### config.mk
export PLATFORM = sky130hd
export DESIGN_NAME = left_shift_unit
export DESIGN_NICKNAME = d
export VERILOG_FILES = /design/src/rtl/left_shift_unit_pkg.sv /design/src/rtl/left_shift_unit_shift_step.sv /design/src/rtl/left_shift_unit.sv
export SDC_FILE = /design/constraint.sdc
export NUM_CORES = 1
export LEC_CHECK = 0
export CORE_MARGIN = 3
export CORE_UTILIZATION = 40
export CTS_CLUSTER_DIAMETER = 30
export CTS_CLUSTER_SIZE = 28
export DETAILED_ROUTE_END_ITERATION = 8
export PLACE_DENSITY = 0.74
export SKIP_CTS_REPAIR_TIMING = 1
export SLEW_MARGIN = 20
export SYNTH_ARGS = -nofsm -noshare
export SYNTH_HDL_FRONTEND = slang
export SYNTH_SLANG_ARGS = --single-unit
### constraint.sdc
create_clock -name clk -period 1.1 [get_ports clk]
set_input_delay 0.22 -clock clk [delete_from_list [all_inputs] [get_ports clk]]
set_output_delay 0.22 -clock clk [all_outputs]
set_load 0.01 [all_outputs]
### src/rtl/left_shift_unit_pkg.sv
// Shared constants for the sequential left-shift unit: default widths and
// the controller state encodings.
package left_shift_unit_pkg;

  localparam int DEF_WIDTH = 8;
  localparam int DEF_AMT_W = 3;

  // State encodings kept as plain constants so older tools can share them
  localparam logic [1:0] ST_IDLE  = 2'd0;
  localparam logic [1:0] ST_SHIFT = 2'd1;
  localparam logic [1:0] ST_DONE  = 2'd2;

endpackage

### src/rtl/left_shift_unit_shift_step.sv
// Combinational single-position left shift or rotate with carry-out.
// Left-direction twin of the datapath's right shifter.
module left_shift_unit_shift_step #(
  parameter int WIDTH = 8
) (
  input  logic [WIDTH-1:0] data,
  input  logic             rotate,
  output logic [WIDTH-1:0] result,
  output logic             carry
);

  // Move every bit up one place; the vacated LSB is zero or the old MSB
  always_comb begin
    result = {data[WIDTH-2:0], rotate ? data[WIDTH-1] : 1'b0};
    carry  = data[WIDTH-1];
  end

endmodule

### src/rtl/left_shift_unit.sv
// Sequential left-shift unit: shifts the captured operand one position per
// clock, tracking the last bit out (Carry) and a sticky logical overflow.
module left_shift_unit
  import left_shift_unit_pkg::*;
#(
  parameter int WIDTH = DEF_WIDTH,
  parameter int AMT_W = DEF_AMT_W
) (
  input  logic             clk,
  input  logic             reset,
  input  logic             Start,
  input  logic [WIDTH-1:0] In1,
  input  logic [AMT_W-1:0] Amt,
  input  logic             Rotate,
  output logic [WIDTH-1:0] Out,
  output logic             Carry,
  output logic             Ovf,
  output logic             Busy,
  output logic             Done
);

  logic [1:0]       state;
  logic [AMT_W-1:0] cnt;
  logic             rot_mode;
  logic [WIDTH-1:0] step_result;
  logic             step_carry;
  logic             accept;

  left_shift_unit_shift_step #(.WIDTH(WIDTH)) u_step (
    .data   (Out),
    .rotate (rot_mode),
    .result (step_result),
    .carry  (step_carry)
  );

  // Handshake outputs come straight from the state register
  assign Busy   = (state == ST_SHIFT);
  assign Done   = (state == ST_DONE);
  assign accept = Start && !Busy;

  // Controller, counter and result registers; reset discards any operation
  always_ff @(posedge clk) begin
    if (reset) begin
      state    <= ST_IDLE;
      cnt      <= '0;
      rot_mode <= 1'b0;
      Out      <= '0;
      Carry    <= 1'b0;
      Ovf      <= 1'b0;
    end else begin
      case (state)
        ST_IDLE, ST_DONE: begin
          if (accept) begin
            Out      <= In1;
            Carry    <= 1'b0;
            Ovf      <= 1'b0;
            cnt      <= Amt;
            rot_mode <= Rotate;
            state    <= (Amt == '0) ? ST_DONE : ST_SHIFT;
          end else begin
            state <= ST_IDLE;
          end
        end
        ST_SHIFT: begin
          Out   <= step_result;
          Carry <= step_carry;
          Ovf   <= Ovf | (~rot_mode & Out[WIDTH-1]);
          cnt   <= cnt - 1'b1;
          if (cnt == AMT_W'(1)) begin
            state <= ST_DONE;
          end
        end
        default: state <= ST_IDLE;
      endcase
    end
  end

endmodule

==> run_results.csv, run 1 <==
group,metric,value,unit
cells_and_area,drive_gt1_share,38.1,%
flow_run,cap_violations,0,
detailed_routing,detail_route.vias_per_cell,5.19,
grt,grt_pass1_wl,3080,µm
grt,grt_pass1_vias,712,
detailed_routing,finalWirelength,2060,µm
detailed_routing,drc,0,
grt,gr-total-overflow,0,
sta,worst_slack,-0.0550,ns
worst_hold_path,hold_path_class,"in2reg",
sta,tightestPinTransition,0.294,ns
grt,antenna_found_initial,0,
grt,grt_max_degree,15,
detailed_routing,postRouteAntennaNets,0,
placed_design,port_buffers,26,
sta,hold_slack,0.468,ns
power_and_ir_drop,powerDensity,1180,mW/mm²
worst_setup_path,crit_path_max_fanout,2,
detailed_routing,drt_iter0_drc,13,
floorplan,die_y,51.1,µm
clock_network,path_clk_slew,0.10,ns
floorplan,ios,27,
power_and_ir_drop,p_leak,0.657,nW
clock_network,cts_tree,"built",
floorplan,initial_core_util,44.7,%
floorplan,core_area,0.00182,mm²
yosys,netlist-cell-type-count,30,
clock_network,cts.sinks,16,
power_and_ir_drop,netSwitchingPower,0.444,mW
yosys,seq_area_frac_synth,39.3,%
sta,slew_viol_final,0,
sta,hold_viol_final,0,
cells_and_area,final_area,0.00131,mm²
worst_setup_path,endpoint_kind,"output port",
worst_setup_path,crit_path_max_incr_delay,0.33,ns
power_and_ir_drop,p_clk_share,25.5,%
sta,final.setup_skew,0.00248,ns
power_and_ir_drop,total_power,1.55,mW
yosys,syn_nets,102,
worst_setup_path,cp_cell_sequence,"nand2b_4 > inv_6 > buf_6",
yosys,synth_area,815,µm²
sta,min_period_over_period,105,%
cells_and_area,final_util,71.9,%
sta,min_period,1.15,ns
clock_network,clockRootBuffer,"clkbuf_4",
clock_network,htreeDepth,1,
worst_setup_path,worstPathArrival,0.93,ns
status,status,"finished, violations left",
yosys,avgSynthCellArea,9.58,µm²
sta,max_freq,0.866,GHz
grt,grtUsageTotal,16.1,%
detailed_routing,first_pass_iters,4,
sta,slew_headroom,80.3,%
cells_and_area,num_antenna_cells,0,
power_and_ir_drop,p_comb_share,32.3,%
yosys,yosys_warnings,0,
sta,setup_violations,8,
yosys,syn_inst,85,
floorplan,die_area,0.00261,mm²
floorplan,num_rows,15,
status,violations,"negative setup slack",
detailed_routing,wl_per_cell,13.6,µm
power_and_ir_drop,p_int,1.11,mW
worst_setup_path,crit_type,"reg2out",
power_and_ir_drop,swShare,28.7,%
worst_setup_path,cp-start-kind,"flop",
cells_and_area,syn_to_final_growth,60.7,%
yosys,ys_ff_latch,16,
clock_network,cts.path.max_buffers,2,
placed_design,gp_congestion,0.709,
clock_network,cts_buffers,3,
cells_and_area,final_nets,144,
detailed_routing,dr_total_vias,783,
sta,rsz0062_at_grt,"yes",
worst_setup_path,cpMaxStageDelayCell,"dfxtp_2",
worst_setup_path,required,0.88,ns
placed_design,pre_cts_slack,-0.281,ns
power_and_ir_drop,power_frac_seq,42.3,%
floorplan,dieWidth,51.1,µm
placed_design,place_area,0.00117,mm²
power_and_ir_drop,ir_drop,0.892,mV
clock_network,insertion_delay,0.29,ns
placed_design,place_hpwl,1400,µm
==> synth_stat cells <==
cell type | count | share of area (%)
buf_6 | 2 | 2.8
nand2b_2 | 1 | 1.1
inv_6 | 1 | 1.1
inv_1 | 6 | 2.8
o21ai_2 | 1 | 1.1
a2bb2oi_1 | 1 | 1.1
nand2_1 | 3 | 1.4
buf_4 | 3 | 2.8
ha_1 | 2 | 3.1
a22oi_1 | 2 | 1.8
clkbuf_1 | 1 | 0.46
dfxtp_1 | 16 | 39
a21oi_2 | 6 | 6.5
nor3_1 | 2 | 1.2
a32oi_1 | 3 | 3.2
nor4_1 | 1 | 0.77
a22oi_2 | 5 | 7.7
a21oi_1 | 6 | 3.7
mux2i_1 | 1 | 1.2
o31ai_1 | 1 | 0.92
buf_2 | 1 | 0.61
a31oi_1 | 1 | 0.77
nor2_1 | 4 | 1.8
nand2b_1 | 1 | 0.77
o221ai_1 | 1 | 1.1
nor2b_1 | 1 | 0.77
and2b_4 | 1 | 1.2
nand3_1 | 9 | 5.5
buf_12 | 1 | 2.5
o2bb2ai_1 | 1 | 1.1
==> final cells by class <==
class / instances / area (µm²)
clock buffer: 4 / 36.3
multi-input combinational: 55 / 432
timing repair buffer: 44 / 452
fill: 151 / 512
inverter: 7 / 31.3
sequential: 16 / 327
tap: 25 / 31.3
==> cell families after synthesis <==
family          Yosys count  synth area share (%)
simple gates             23                  14.6
flops                    16                  39.3
mux                       1                  1.23
fa+ha+maj                 2                  3.07
buf+inv                  15                  12.9
compound gates           28                  28.9
==> registers in the layout (all words and copies together), names as in the netlist <==
name / flops
Ovf: 1
state: 2
Carry: 1
rot_mode: 1
cnt: 3
Out: 8
==> cells in the final DEF, fill, tap and decap left out, types with 3 or more instances in the layout <==
master           count
clkdlybuf4s50_1     14
dfxtp_1             13
buf_4               13
dlymetal6s2s_1      10
nand3_1              9
a22oi_2              7
a21oi_2              7
inv_1                6
a21oi_1              5
nor2_1               4
nand2_1              3
a32oi_1              3
clkbuf_4             3
buf_6                3
==> stage by stage <==
step                      std cells  TNS [ns]
after global placement          145     -3.32
after global routing            151    -0.692
final                           151    -0.231
after detailed placement        145     -3.62
after CTS                       149     -5.03
after floorplan                  85         0
==> worst max-delay path, delay by kind of cell (launching register included) <==
family                 cells  cell delay (ns)
buffers and inverters      2             0.15
and+or+nand+nor            1             0.16
DFF                        1             0.33
==> path summary, 6_finish.rpt <==
kind              startpoint       end  slack (ns)  cells after the start
setup / recovery    state[1]      Busy       -0.05                      3
hold / removal        Rotate  rot_mode        0.47                      3
setup reg to reg    state[0]    Out[3]       -0.05                      5
hold reg to reg     rot_mode  rot_mode        0.48                      2
==> per-layer routing <==
metal  track usage, %  share of wire [%]  up-vias
li1                 -                  -      390
met1             18.7                 43      371
met2             26.6                 50       17
met3             4.66                5.4        5
met4             8.07                1.4        0
met5                0                  0        -
==> power by group through the flow <==
stage	Clock, mW	Sequential [mW]	Combinational [mW]
3_5_place_dp	0	0.666	0.446
5_1_grt	0.440	0.661	0.538
2_1_floorplan	0	0.681	0.242
4_1_cts	0.410	0.653	0.448
6_report	0.394	0.655	0.500
3_3_place_gp	0	0.664	0.441
(Power assumes the default switching activity.)
==> inputs of run 2 (changes only) <==
CELL_PAD_IN_SITES_DETAIL_PLACEMENT = 1   (was default)
CELL_PAD_IN_SITES_GLOBAL_PLACEMENT = 1   (was default)
CORE_UTILIZATION = 29   (was 40)
PLACE_DENSITY = default   (was 0.74)
PLACE_DENSITY_LB_ADDON = 0.1   (was default)
==> run 2 against run 1 <==
Against the previous run: the flow still finishes with violations (negative setup slack); clock power down 2%; worst hold slack worse by 0.00057 ns; die area rose by 33%; final cell count up 6.6%; non-clock buffer count up 5; maximum frequency is 0.97% higher; flip-flop and latch count unchanged; sequential share of layout area down 1.4 points; largest cell class unchanged; combinational power is 12% higher; critical path depth did not move; highest routed layer unchanged; total power increased by 3.6%.
==> run_results.csv, run 2 (synthesis gave the netlist of run 1 again) <==
group,metric,value,unit
status,status,"finished, violations left",
status,violations,"negative setup slack",
power_and_ir_drop,ir_drop,1.25,mV
worst_setup_path,crit_type,"reg2out",
sta,min_period,1.14,ns
cells_and_area,largest_reg_flops,8,
sta,hold_viol_final,0,
detailed_routing,drc,0,
grt,grt_pass1_wl,3470,µm
detailed_routing,drt_iter0_drc,17,
cells_and_area,syn_to_final_growth,70.4,%
worst_setup_path,reg2regPathDepth,5,
sta,tightestPinTransition,0.257,ns
power_and_ir_drop,powerDensity,1160,mW/mm²
worst_setup_path,worstPathArrival,0.92,ns
sta,rsz0062_at_grt,"yes",
floorplan,die_y,59.0,µm
grt,gr-total-overflow,0,
placed_design,port_buffers,26,
sta,hold_slack,0.467,ns
placed_design,dp_cells,149,
cells_and_area,reg_top3,"Out (8), cnt (3), state (2)",
sta,setup_violations,9,
worst_setup_path,cpMaxStageDelayCell,"dfxtp_2",
sta,slew_headroom,82.7,%
detailed_routing,wl_per_cell,15.1,µm
power_and_ir_drop,p_leak,0.691,nW
cells_and_area,layout_commonest_cell,"buf_4",
sta,max_freq,0.874,GHz
clock_network,insertion_delay,0.29,ns
flow_run,cap_violations,0,
sta,setup_tns,-0.238,ns
grt,grt_max_degree,15,
placed_design,place_hpwl,1470,µm
grt,grtUsageTotal,13.3,%
grt,antenna_found_initial,0,
clock_network,clockRootBuffer,"clkbuf_4",
detailed_routing,postRouteAntennaNets,0,
clock_network,cts.sinks,16,
worst_setup_path,worst-r2r-setup-slack,-0.03,ns
cells_and_area,layout_common_cells,"buf_4 (16), clkdlybuf4s50_1 (14), dfxtp_1 (13)",
detailed_routing,finalWirelength,2440,µm
worst_setup_path,crit_path_max_fanout,2,
cells_and_area,final_util,54.0,%
power_and_ir_drop,total_power,1.60,mW
cells_and_area,drive_gt1_share,43.5,%
grt,grt_pass1_vias,771,
cells_and_area,final_nets,149,
placed_design,pre_cts_slack,-0.287,ns
worst_setup_path,required,0.88,ns
cells_and_area,num_antenna_cells,0,
clock_network,cts_tree,"built",
worst_hold_path,hold_path_class,"reg2reg",
worst_setup_path,endpoint_kind,"output port",
sta,worst_slack,-0.0439,ns
worst_setup_path,crit_path_max_incr_delay,0.33,ns
clock_network,cts_buffers,3,
cells_and_area,top_register,"Out",
detailed_routing,detail_route.vias_per_cell,5.04,
placed_design,gp_congestion,0.676,
cells_and_area,final_area,0.00139,mm²
clock_network,htreeDepth,1,
worst_setup_path,worst-path-buf-inv,2,
floorplan,core_area,0.00257,mm²
floorplan,ios,27,
floorplan,num_rows,18,
floorplan,die_area,0.00348,mm²
cells_and_area,stdcell_count,161,
sta,final.setup_skew,0.00331,ns
clock_network,cts.path.max_buffers,2,
sta,min_period_over_period,104,%
worst_setup_path,path_delay_family,"flip-flops",
sta,slew_viol_final,0,
clock_network,path_clk_slew,0.09,ns
worst_setup_path,cp_cell_sequence,"nand2b_4 > inv_6 > buf_6",
worst_hold_path,hold_path_depth,2,
placed_design,place_area,0.00116,mm²
floorplan,initial_core_util,31.7,%
floorplan,dieWidth,59.0,µm
detailed_routing,dr_total_vias,811,
detailed_routing,first_pass_iters,4,
worst_setup_path,crit_cells,3,
worst_setup_path,cp-start-kind,"flop",
[run 2: final timing paths]
kind / startpoint / to
max: state[1] / Busy
min reg2reg: Carry / Carry
max reg2reg: state[0] / Out[3]
min: Carry / Carry
[run 2: worst min-delay path, stage by stage, from the launching register on]
cell and delay [ns]:
dfxtp_1 0.33, nand3_2 0.06, a21oi_2 0.04
[run 2: final cells by class]
type	instances	area (µm²)
fillers	289	1180
clock buffers	4	36.3
multi-input cells	55	454
flip-flops and latches	16	327
well taps	30	37.5
repair buffers	49	502
inverters	7	31.3
[run 2: report_power, final]
| part | internal, mW | switching [mW] |
|---|---|---|
| Clock | 0.202 | 0.187 |
| Combinational | 0.309 | 0.249 |
| Sequential | 0.628 | 0.0294 |
[run 2: metal layers]
layer	global-route usage [%]	part of all wire (%)	vias to the layer above	wire length, µm
met3	4.79	6.5	4	158
li1	-	-	397	-
met5	0	0	-	0
met2	21.6	50	22	1220
met1	16.5	42	388	1030
met4	3.88	1.3	0	31
==> inputs of run 3 (changes only) <==
CORE_UTILIZATION = 35   (was 29)
clock period = 1.4 ns   (was 1.1 ns; I/O delays follow)
==> run 3 against run 2 <==
Against the previous run: the run now ends clean; global-route usage rose by 2.5 points; worst hold slack improved by 0.015 ns; clock power fell by 19%; non-clock buffer count fell by 20; final cell count fell by 15%; first-iteration DRC count fell by 65%; total power fell by 30%; via count fell by 12%; utilization rose by 0.76 points; flip-flop and latch count did not move; largest power group unchanged.
==> run_results.csv, run 3 (synthesis gave the netlist of run 1 again) <==
group,metric,value,unit
detailed_routing,finalWirelength,2050,µm
detailed_routing,wl_per_cell,14.9,µm
status,status,"completed",
grt,grtUsageTotal,15.8,%
cells_and_area,reg_top3,"Out (8), cnt (3), state (2)",
placed_design,port_buffers,26,
worst_setup_path,reg2regPathDepth,5,
sta,final.setup_skew,0.00528,ns
power_and_ir_drop,powerDensity,991,mW/mm²
sta,worst_slack,0.111,ns
grt,gr-total-overflow,0,
worst_setup_path,required,1.12,ns
sta,min_period_over_period,92.0,%
worst_hold_path,hold_start,"cnt[1]",
sta,hold_viol_final,0,
sta,setup_violations,0,
power_and_ir_drop,p_leak,0.590,nW
clock_network,path_clk_slew,0.09,ns
worst_hold_path,hold_end,"cnt[1]",
detailed_routing,first_pass_iters,4,
sta,rsz0062_at_grt,"no",
cells_and_area,drive_gt1_share,22.7,%
floorplan,ios,27,
sta,tightestPinTransition,0.295,ns
worst_hold_path,hold_path_class,"reg2reg",
cells_and_area,num_antenna_cells,0,
sta,hold_slack,0.482,ns
clock_network,clockRootBuffer,"clkbuf_4",
detailed_routing,drc,0,
cells_and_area,top_register,"Out",
detailed_routing,drt_iter0_drc,6,
flow_run,cap_violations,0,
worst_setup_path,worstPathArrival,1.01,ns
placed_design,gp_congestion,0.701,
floorplan,initial_core_util,39.1,%
sta,min_period,1.29,ns
clock_network,cts_buffers,3,
cells_and_area,largest_reg_flops,8,
sta,setup_tns,0,ns
cells_and_area,layout_common_cells,"dfxtp_1 (14), clkdlybuf4s50_1 (14), dlymetal6s2s_1 (12)",
worst_setup_path,reg2reg_to,"Out[2]",
detailed_routing,dr_total_vias,710,
clock_network,cts.sinks,16,
grt,antenna_found_initial,0,
grt,grt_pass1_vias,740,
placed_design,place_hpwl,1420,µm
cells_and_area,syn_to_final_growth,40.1,%
sta,slew_headroom,80.3,%
detailed_routing,detail_route.vias_per_cell,5.18,
placed_design,pre_cts_slack,-0.0214,ns
cells_and_area,final_nets,128,
worst_setup_path,crit_path_max_fanout,2,
grt,grt_max_degree,18,
floorplan,die_y,54.2,µm
worst_setup_path,worst-r2r-setup-slack,0.30,ns
sta,slew_viol_final,0,
clock_network,htreeDepth,1,
detailed_routing,postRouteAntennaNets,0,
grt,grt_pass1_wl,3350,µm
worst_setup_path,endpoint_kind,"output port",
clock_network,cts.path.max_buffers,2,
floorplan,dieWidth,54.2,µm
power_and_ir_drop,ir_drop,0.780,mV
floorplan,core_area,0.00208,mm²
clock_network,cts_tree,"built",
clock_network,insertion_delay,0.29,ns
worst_setup_path,crit_type,"reg2out",
cells_and_area,fillers,248,
worst_setup_path,cp-start-kind,"flop",
floorplan,num_rows,16,
worst_setup_path,reg2reg_from,"state[1]",
floorplan,die_area,0.00294,mm²
worst_hold_path,hold_path_depth,2,
sta,max_freq,0.776,GHz
-- run 3: cell count changes in the layout (fill, tap and decap cells not counted), sizes merged --
cell and change:
and2b -1, buf -21, clkbuf -1, dlymetal6s2s +2
-- run 3: power breakdown --
group,internal (mW),switching [mW]
combinational,0.148,0.146
clock,0.159,0.156
sequential,0.494,0.0292
total,0.801,0.330
-- run 3: layout make-up --
cell class,count,area [µm²],share of cell area (%)
tap,27,33.8,2.96
sequential,16,323,28.3
inverter,7,31.3,2.74
clock buffer,4,36.3,3.18
timing repair buffer,29,325,28.5
multi-input combinational,54,392,34.3
-- run 3: worst max path at each step --
| stage | start | end | slack (ns) | cells past startpoint |
|---|---|---|---|---|
| floorplan | state[1] | Out[1] | 0.35 | 6 |
| global placement | Start | cnt[2] | 0.004 | 4 |
| detailed placement | Start | cnt[0] | -0.02 | 4 |
| CTS | state[0] | Busy | -0.30 | 3 |
| global route | state[1] | Busy | 0.04 | 3 |
| finish | state[1] | Busy | 0.11 | 3 |
-- run 3: critical path: stages, from the launching register on --
cell            delay [ns]
dfxtp_1               0.31
nand2b_2              0.21
inv_6                 0.06
dlymetal6s2s_1        0.14
-- run 3: stage by stage --
stage	total power, mW	instance area (µm²)	cells	utilization (%)
6_report	1.13	1140	137	54.8
5_1_grt	1.21	1140	137	54.8
4_1_cts	1.15	1110	137	53.1
3_5_place_dp	0.834	1070	133	51.4
3_3_place_gp	0.825	1070	133	51.4
2_1_floorplan	0.725	815	85	-
-- run 3: metal layers --
layer | GRT usage (%) | part of all wire [%] | up-vias
met5 | 0 | 0 | -
met4 | 3.73 | 0 | 0
met3 | 4.90 | 6.4 | 0
met2 | 26.7 | 50 | 17
met1 | 19.5 | 44 | 340
li1 | - | - | 353
